File: src/rtl/axil_mux_wr.sv
// AXI-Lite write-path multiplexer.
// The block latches the arbiter's grant and steers the AW, W and B channels of
// the granted master onto the single slave port. It holds that path until the
// write response is accepted, then pulses wr_done.
module axil_mux_wr #(
   parameter int NUMBER_MASTER = 2,
   parameter int ADDR_WIDTH    = 32,
   parameter int DATA_WIDTH    = 32,
   localparam int GW = (NUMBER_MASTER > 1) ? $clog2(NUMBER_MASTER) : 1,
   localparam int SW = DATA_WIDTH / 8
) (
   input  logic                              aclk,
   input  logic                              areset,
   input  logic                              grant_valid,
   input  logic [GW-1:0]                     grant_wr,
   output logic                              busy,
   output logic                              wr_done,
   input  logic [NUMBER_MASTER*ADDR_WIDTH-1:0] s_axil_awaddr,
   input  logic [NUMBER_MASTER*3-1:0]        s_axil_awprot,
   input  logic [NUMBER_MASTER-1:0]          s_axil_awvalid,
   output logic [NUMBER_MASTER-1:0]          s_axil_awready,
   input  logic [NUMBER_MASTER*DATA_WIDTH-1:0] s_axil_wdata,
   input  logic [NUMBER_MASTER*SW-1:0]       s_axil_wstrb,
   input  logic [NUMBER_MASTER-1:0]          s_axil_wvalid,
   output logic [NUMBER_MASTER-1:0]          s_axil_wready,
   output logic [1:0]                        s_axil_bresp,
   output logic [NUMBER_MASTER-1:0]          s_axil_bvalid,
   input  logic [NUMBER_MASTER-1:0]          s_axil_bready,
   output logic [ADDR_WIDTH-1:0]             m_axil_awaddr,
   output logic [2:0]                        m_axil_awprot,
   output logic                              m_axil_awvalid,
   input  logic                              m_axil_awready,
   output logic [DATA_WIDTH-1:0]             m_axil_wdata,
   output logic [SW-1:0]                     m_axil_wstrb,
   output logic                              m_axil_wvalid,
   input  logic                              m_axil_wready,
   input  logic [1:0]                        m_axil_bresp,
   input  logic                              m_axil_bvalid,
   output logic                              m_axil_bready
);

   typedef enum logic [1:0] {
      IDLE = 2'd0,
      XFER = 2'd1,
      RESP = 2'd2
   } state_t;

   state_t          state_reg, state_next;
   logic [GW-1:0]   sel_reg, sel_next;
   logic            aw_done_reg, aw_done_next;
   logic            w_done_reg, w_done_next;
   logic            wr_done_reg, wr_done_next;
   logic            busy_reg, busy_next;

   logic [ADDR_WIDTH-1:0] awaddr_sel;
   logic [2:0]            awprot_sel;
   logic                  awvalid_sel;
   logic [DATA_WIDTH-1:0] wdata_sel;
   logic [SW-1:0]         wstrb_sel;
   logic                  wvalid_sel;
   logic                  bready_sel;

   logic [31:0] grant_ext;
   logic        grant_ok;
   logic        in_xfer, in_resp;
   logic        aw_hs, w_hs, b_hs;

   // Grants naming a master that does not exist (possible when NUMBER_MASTER
   // is not a power of two) must be dropped.
   assign grant_ext = 32'(grant_wr);
   assign grant_ok  = (grant_ext < 32'(NUMBER_MASTER));

   assign in_xfer = (state_reg == XFER);
   assign in_resp = (state_reg == RESP);

   // Pick out the granted master's request signals; zero when no master matches.
   always_comb begin
      awaddr_sel  = '0;
      awprot_sel  = '0;
      awvalid_sel = 1'b0;
      wdata_sel   = '0;
      wstrb_sel   = '0;
      wvalid_sel  = 1'b0;
      bready_sel  = 1'b0;
      for (int i = 0; i < NUMBER_MASTER; i++) begin
         if (sel_reg == GW'(i)) begin
            awaddr_sel  = s_axil_awaddr[i*ADDR_WIDTH +: ADDR_WIDTH];
            awprot_sel  = s_axil_awprot[i*3 +: 3];
            awvalid_sel = s_axil_awvalid[i];
            wdata_sel   = s_axil_wdata[i*DATA_WIDTH +: DATA_WIDTH];
            wstrb_sel   = s_axil_wstrb[i*SW +: SW];
            wvalid_sel  = s_axil_wvalid[i];
            bready_sel  = s_axil_bready[i];
         end
      end
   end

   // Slave-side request channels. These are live only in XFER, and each is
   // muted once its handshake has completed.
   assign m_axil_awvalid = in_xfer & awvalid_sel & ~aw_done_reg;
   assign m_axil_wvalid  = in_xfer & wvalid_sel & ~w_done_reg;
   assign m_axil_awaddr  = in_xfer ? awaddr_sel : '0;
   assign m_axil_awprot  = in_xfer ? awprot_sel : '0;
   assign m_axil_wdata   = in_xfer ? wdata_sel : '0;
   assign m_axil_wstrb   = in_xfer ? wstrb_sel : '0;
   assign m_axil_bready  = in_resp & bready_sel;
   assign s_axil_bresp   = in_resp ? m_axil_bresp : 2'b00;

   // Only the selected master ever sees ready or response valid.
   generate
      for (genvar gi = 0; gi < NUMBER_MASTER; gi++) begin : g_master
         localparam logic [GW-1:0] IDX = GW'(gi);
         logic hit;
         assign hit               = (sel_reg == IDX);
         assign s_axil_awready[gi] = in_xfer & hit & m_axil_awready & ~aw_done_reg;
         assign s_axil_wready[gi]  = in_xfer & hit & m_axil_wready & ~w_done_reg;
         assign s_axil_bvalid[gi]  = in_resp & hit & m_axil_bvalid;
      end
   endgenerate

   assign aw_hs = m_axil_awvalid & m_axil_awready;
   assign w_hs  = m_axil_wvalid & m_axil_wready;
   assign b_hs  = m_axil_bready & m_axil_bvalid;

   // Next-state logic: grant capture, per-channel completion tracking, response hold.
   always_comb begin
      state_next   = state_reg;
      sel_next     = sel_reg;
      aw_done_next = aw_done_reg;
      w_done_next  = w_done_reg;
      wr_done_next = 1'b0;
      unique case (state_reg)
         IDLE: begin
            if (grant_valid && grant_ok) begin
               sel_next     = grant_wr;
               aw_done_next = 1'b0;
               w_done_next  = 1'b0;
               state_next   = XFER;
            end
         end
         XFER: begin
            aw_done_next = aw_done_reg | aw_hs;
            w_done_next  = w_done_reg | w_hs;
            if (aw_done_next && w_done_next) begin
               state_next = RESP;
            end
         end
         RESP: begin
            if (b_hs) begin
               state_next   = IDLE;
               wr_done_next = 1'b1;
            end
         end
         default: state_next = IDLE;
      endcase
      busy_next = (state_next != IDLE);
   end

   // State and flag registers; reset aborts any transaction in flight.
   always_ff @(posedge aclk or posedge areset) begin
      if (areset) begin
         state_reg   <= IDLE;
         sel_reg     <= '0;
         aw_done_reg <= 1'b0;
         w_done_reg  <= 1'b0;
         wr_done_reg <= 1'b0;
         busy_reg    <= 1'b0;
      end else begin
         state_reg   <= state_next;
         sel_reg     <= sel_next;
         aw_done_reg <= aw_done_next;
         w_done_reg  <= w_done_next;
         wr_done_reg <= wr_done_next;
         busy_reg    <= busy_next;
      end
   end

   assign busy    = busy_reg;
   assign wr_done = wr_done_reg;

endmodule
File: config.mk
export PLATFORM = sky130hd
export DESIGN_NAME = axil_mux_wr
export DESIGN_NICKNAME = d
export VERILOG_FILES = /design/src/rtl/axil_mux_wr.sv
export SDC_FILE = /design/constraint.sdc
export NUM_CORES = 1
export LEC_CHECK = 0
export ABC_AREA = 1
export BUFFER_PORTS_ARGS = -buffer_cell sky130_fd_sc_hd__buf_2
export CORE_AREA = 2 2 92 94
export DETAILED_ROUTE_END_ITERATION = 16
export DIE_AREA = 0 0 94 96
export HOLD_SLACK_MARGIN = 0.15
export MAX_ROUTING_LAYER = met4
export PLACE_DENSITY_LB_ADDON = 0.12
export SETUP_SLACK_MARGIN = 0.05
export SLEW_MARGIN = 10
export SYNTH_ARGS = -nofsm -noshare
export SYNTH_HDL_FRONTEND = slang
export SYNTH_SLANG_ARGS = --single-unit
File: constraint.sdc
create_clock -name aclk -period 1.4 [get_ports aclk]
set_clock_uncertainty 0.15 [all_clocks]
set_input_delay 0.14 -clock aclk [delete_from_list [all_inputs] [get_ports aclk]]
set_output_delay 0.14 -clock aclk [all_outputs]
set_load 0.02 [all_outputs]
* Word level (Yosys, flattened, before mapping)
Index checks and enable logic that the tools add are counted.
** Operators by class
- Magnitude comparators :: 1
- Equality and inequality tests :: 3
- Multiplexer cells :: 21
- Bitwise logic cells :: 27
- Reductions and logical operators :: 7
** Operator list (count)
- 32-bit 2-to-1 mux :: 4
- 1-bit AND :: 22
- 2-bit 2-to-1 mux :: 4
- 4-bit 2-to-1 mux :: 2
- 1-bit 2-to-1 mux :: 6
- 3-bit 2-to-1 mux :: 2
- 2-bit case mux with 3 select lines :: 1
- 1-bit case mux with 2 select lines :: 2
- 2-bit AND reduction :: 2
- 2-bit nonzero test :: 2
- 1-bit NOT :: 3
- 2-bit by 1-bit equality test with 1-bit output, second input constant :: 1
- 2-bit equality test, second input constant :: 1
- 1-bit logical AND :: 2
- 2-bit zero test :: 1
- 1-bit by 2-bit less-than comparator with 1-bit output, second input constant :: 1
- 2-bit != test, second input constant :: 1
- 1-bit OR :: 2
** Word-level totals
- Register bits after elaboration :: 7

* Logic depth before layout (Yosys ltp)
- Depth in word-level cells :: 9
- Depth in mapped cells :: 8
- Gate-level depth less buffers :: 8

* Worst setup path before layout
Ideal clock, no wire load.
- Kind :: register to output
- Start point :: reg sel_reg, in the netlist g_master[1].hit
- End point :: out s_axil_bvalid[0]
- Arrival :: 1.204 ns
- Path slack :: -0.094 ns
- Cell stages (with the launch flop) :: 4
- Path buffers :: 2
- Path through :: dfrtp_1 buf_6 buf_6 nor3_1
** On the way
- Longest elaborated chain between the ends :: 3
** Ends and longest elaborated chain
- from (decl) :: line 49 : logic [GW-1:0] sel_reg, sel_next;
- from (signal assigned) :: line 170 : sel_reg <= sel_next;
- 1-bit NOT :: line 114 : assign hit = (sel_reg == IDX);
- 1-bit AND (2 in a row) :: line 117 : assign s_axil_bvalid[gi] = in_resp & hit & m_axil_bvalid;
- to (decl) :: line 27 : output logic [NUMBER_MASTER-1:0] s_axil_bvalid,
No other way between the ends.

* Worst setup path in the final report
- Start point :: reg sel_reg, in the netlist g_master[1].hit
- End point :: out m_axil_wdata[22]
** On the way
- Longest elaborated chain between the ends :: 2
** Ends and longest elaborated chain
- 32-bit 2-to-1 mux :: line 86 : if (sel_reg == GW'(i)) begin
- 32-bit 2-to-1 mux :: line 104 : assign m_axil_wdata = in_xfer ? wdata_sel : '0;
- to (decl) :: line 33 : output logic [DATA_WIDTH-1:0] m_axil_wdata,
No other way between the ends.

==> summary.txt <==
Finish
  • Nets@finish: 714
  • Share of cells above drive strength 1: 0.6475
  • Max FFs per register: 2
  • Final std cells w/o fill: 661
  • Area grow syn2layout: 152.9%
  • Fillers: 832
  • Most frequent cells in the layout: buf_2 (158), nand2_1 (145), buf_4 (60), a21oi_2 (47), buf_6 (36)
  • Antenna fix cells: 0
  • Commonest non-fill, non-tap cell in the layout: buf_2

Hold path
  • Worst min-delay path class: in -> reg

Die
  • Core area: 0.008051 sq mm
  • Die Y-Extent: 96 um
  • Standard-cell rows: 33
  • Die Wd: 94 um
  • Die area: 0.009024 sq mm
  • Starting Density: 0.1883
  • I/O Pins: 241

STA
  • Final setup vio count: 86
  • Final setup margin: -0.2511 ns
  • Slew Limit Fails: 0
  • Hold slack: 0.1491 ns
  • Slew HR: 0.8063
  • Worst slew pin tran: 0.2903 ns
  • Setup TNS: -16.62 ns
  • RSZ-0062 raised after global routing: yes
  • Fin crit share: 1.179
  • Final hold violations: 0
  • Fin crit period: 1.651 ns
  • Max Clk Rate: 605.7 MHz

Routing
  • Vias per cell: 4.537
  • Drc violations: 0
  • Drt total wl: 8.988 mm
  • DRT antenna net count: 0
  • Vias post-DR: 2999
  • DRT iter0 DRCs: 84
  • Routed length per instance: 13.60 um
  • Detailed Routing Iterations Pass 1: 4

Logic synthesis
  • Synth top area cells: nand2_1 (41%), a21oi_1 (23%), dfrtp_1 (12%)
  • Number of flops mapped to enable cells by yosys: 0
  • Post-synth ARST share: 1.000
  • Yosys cell types: 16
  • Register bit count reported by yosys: 7
  • Top FF cell, synth: dfrtp_1
  • Dominant cell type by area after synthesis: nand2_1
  • Register area share after synthesis: 0.1155
  • Synth top area share: 0.4059
  • Synth Warn #: 0
  • Syn Area/Cell: 4.972 sq um
  • Post-Syn Nets: 462
  • Post-Syn Area: 0.001516 sq mm
  • Mapped Cells: 305

CTS
  • Longest Clk Path Bufs: 2
  • CTS Buf Count: 3
  • Count of clock tree sinks: 7
  • CTS tree: yes
  • Clk Latency, worst-skew pair: 0.22 ns
  • CTS root buf: clkbuf_8
  • H-tree depth: 1
  • Clock transition at the registers of the reported paths: 0.04 ns

Setup path
  • Critical path's largest stage delay: 0.43 ns
  • Crit path capture type: output port
  • Crit path DAT: 1.36 ns
  • Reg-to-reg slack, setup: -0.13 ns
  • Buf/Inv on CP: 3
  • Crit-path leading delay family: buffers and inverters
  • Crit path max fanout: 6
  • Critical path cell sequence: buf_6 -> clkbuf_16 -> nand2_1 -> a21oi_1 -> buf_4
  • WS Path Type: reg -> out
  • Worst Path Required: 1.11 ns
  • CP max stage cell: dfrtp_2
  • Worst setup SP type: flop

Global routing
  • First-pass GRT wire length: 11.45 mm
  • GRT Util Overall: 0.1586
  • Via count of the first global-routing pass: 2547
  • Largest net degree at the start of global routing: 48
  • Antenna violations before repair: 0
  • GRT Residual Overflow: 0

Run
  • Max_cap viols: 0

Placement
  • DP HPWL: 6.008 mm
  • Port Buf Inserts: 240
  • Routability Congestion: 0.7648
  • Placed cell count: 639

Status
  • Failing checks: setup timing
  • Status: finished, violations left

Power
  • Leakage Power: 0.002045 uW
  • Tot Pwr: 9493 uW
  • Peak supply drop: 1.035 mV
  • P per Cell Area: 2475 mW/mm^2
-- cell usage after synthesis (2+ instances only) --
cell,number
buf_2,9
nand2_1,164
nand3_1,4
nor3_1,5
buf_4,5
buf_6,10
inv_1,15
a21oi_1,71
dfrtp_1,7
nor2_1,8
o21ai_1,2
-- what timing repair did --
action                                 CTS  global route
setup buffers                            6             3
hold buffers                             4             0
pin swaps                                9            17
endpoints found under the hold margin   13             0
gates cloned                             2             5
gates resized for setup                111           116
setup endpoints to repair               87            88
-- logic make-up (layout without fill, tap and decap cells) --
group                  Yosys count  in the layout  share of synthesized area
and+or+nand+nor                183            183                     0.4662
DFF                              7              7                     0.1155
AOI/OAI and AO/OA               75             75                     0.2500
buffers and inverters           40            291                     0.1683
-- final cells by class --
class | instances | area, sq um | share of cell area
well taps | 105 | 131.4 | 0.03426
repair buffers | 271 | 1959 | 0.5109
clock buffers | 4 | 45.04 | 0.01175
multi-input cells | 258 | 1446 | 0.3772
flip-flops and latches | 7 | 177.7 | 0.04633
inverters | 16 | 75.07 | 0.01958
-- power breakdown --
group          internal (uW)  switching, uW  total [uW]
clock                    197           86.0         283
combinational           3860           4940        8800
sequential               289            125         413
-- final timing paths --
check | from | end | cells after the start
setup reg to reg | g_master[1].hit | busy | 8
setup / recovery | g_master[1].hit | m_axil_wdata[22] | 5
hold / removal | m_axil_wready | w_done_reg | 5
max in group asynchronous | areset | state_reg[0] | 3
min in group asynchronous | areset | busy | 3
hold reg to reg | aw_done_reg | aw_done_reg | 2
-- through the flow --
| step | cell area, sq um | setup slack (ns) | util |
|---|---|---|---|
| final | 3835 | -0.2511 | 0.4763 |
| after global routing | 3835 | -0.3293 | 0.4763 |
| after CTS | 3354 | -0.2831 | 0.4166 |
| after detailed placement | 2849 | -0.04467 | 0.3538 |
| after global placement | 2849 | -0.02460 | 0.3538 |
| after floorplan | 1548 | -0.07779 | - |
-- per-layer routing --
| layer | vias to the layer above | global-route usage | part of all wire |
|---|---|---|---|
| li1 | 1466 | - | - |
| met1 | 1386 | 0.1800 | 0.39 |
| met2 | 137 | 0.2988 | 0.53 |
| met3 | 10 | 0.02662 | 0.072 |
| met4 | 0 | 0.02295 | 0.013 |
| met5 | - | - | 0 |
-- worst reg2reg max path: stages, from the launching register on --
cell and delay, ns:
dfrtp_2 0.45, clkinv_4 0.12, buf_8 0.14, nand2_2 0.05
a21oi_2 0.17, buf_4 0.14, nand2_4 0.05, nand2_4 0.07
nand3_2 0.06
No activity file was read; power rests on OpenSTA's default activity.
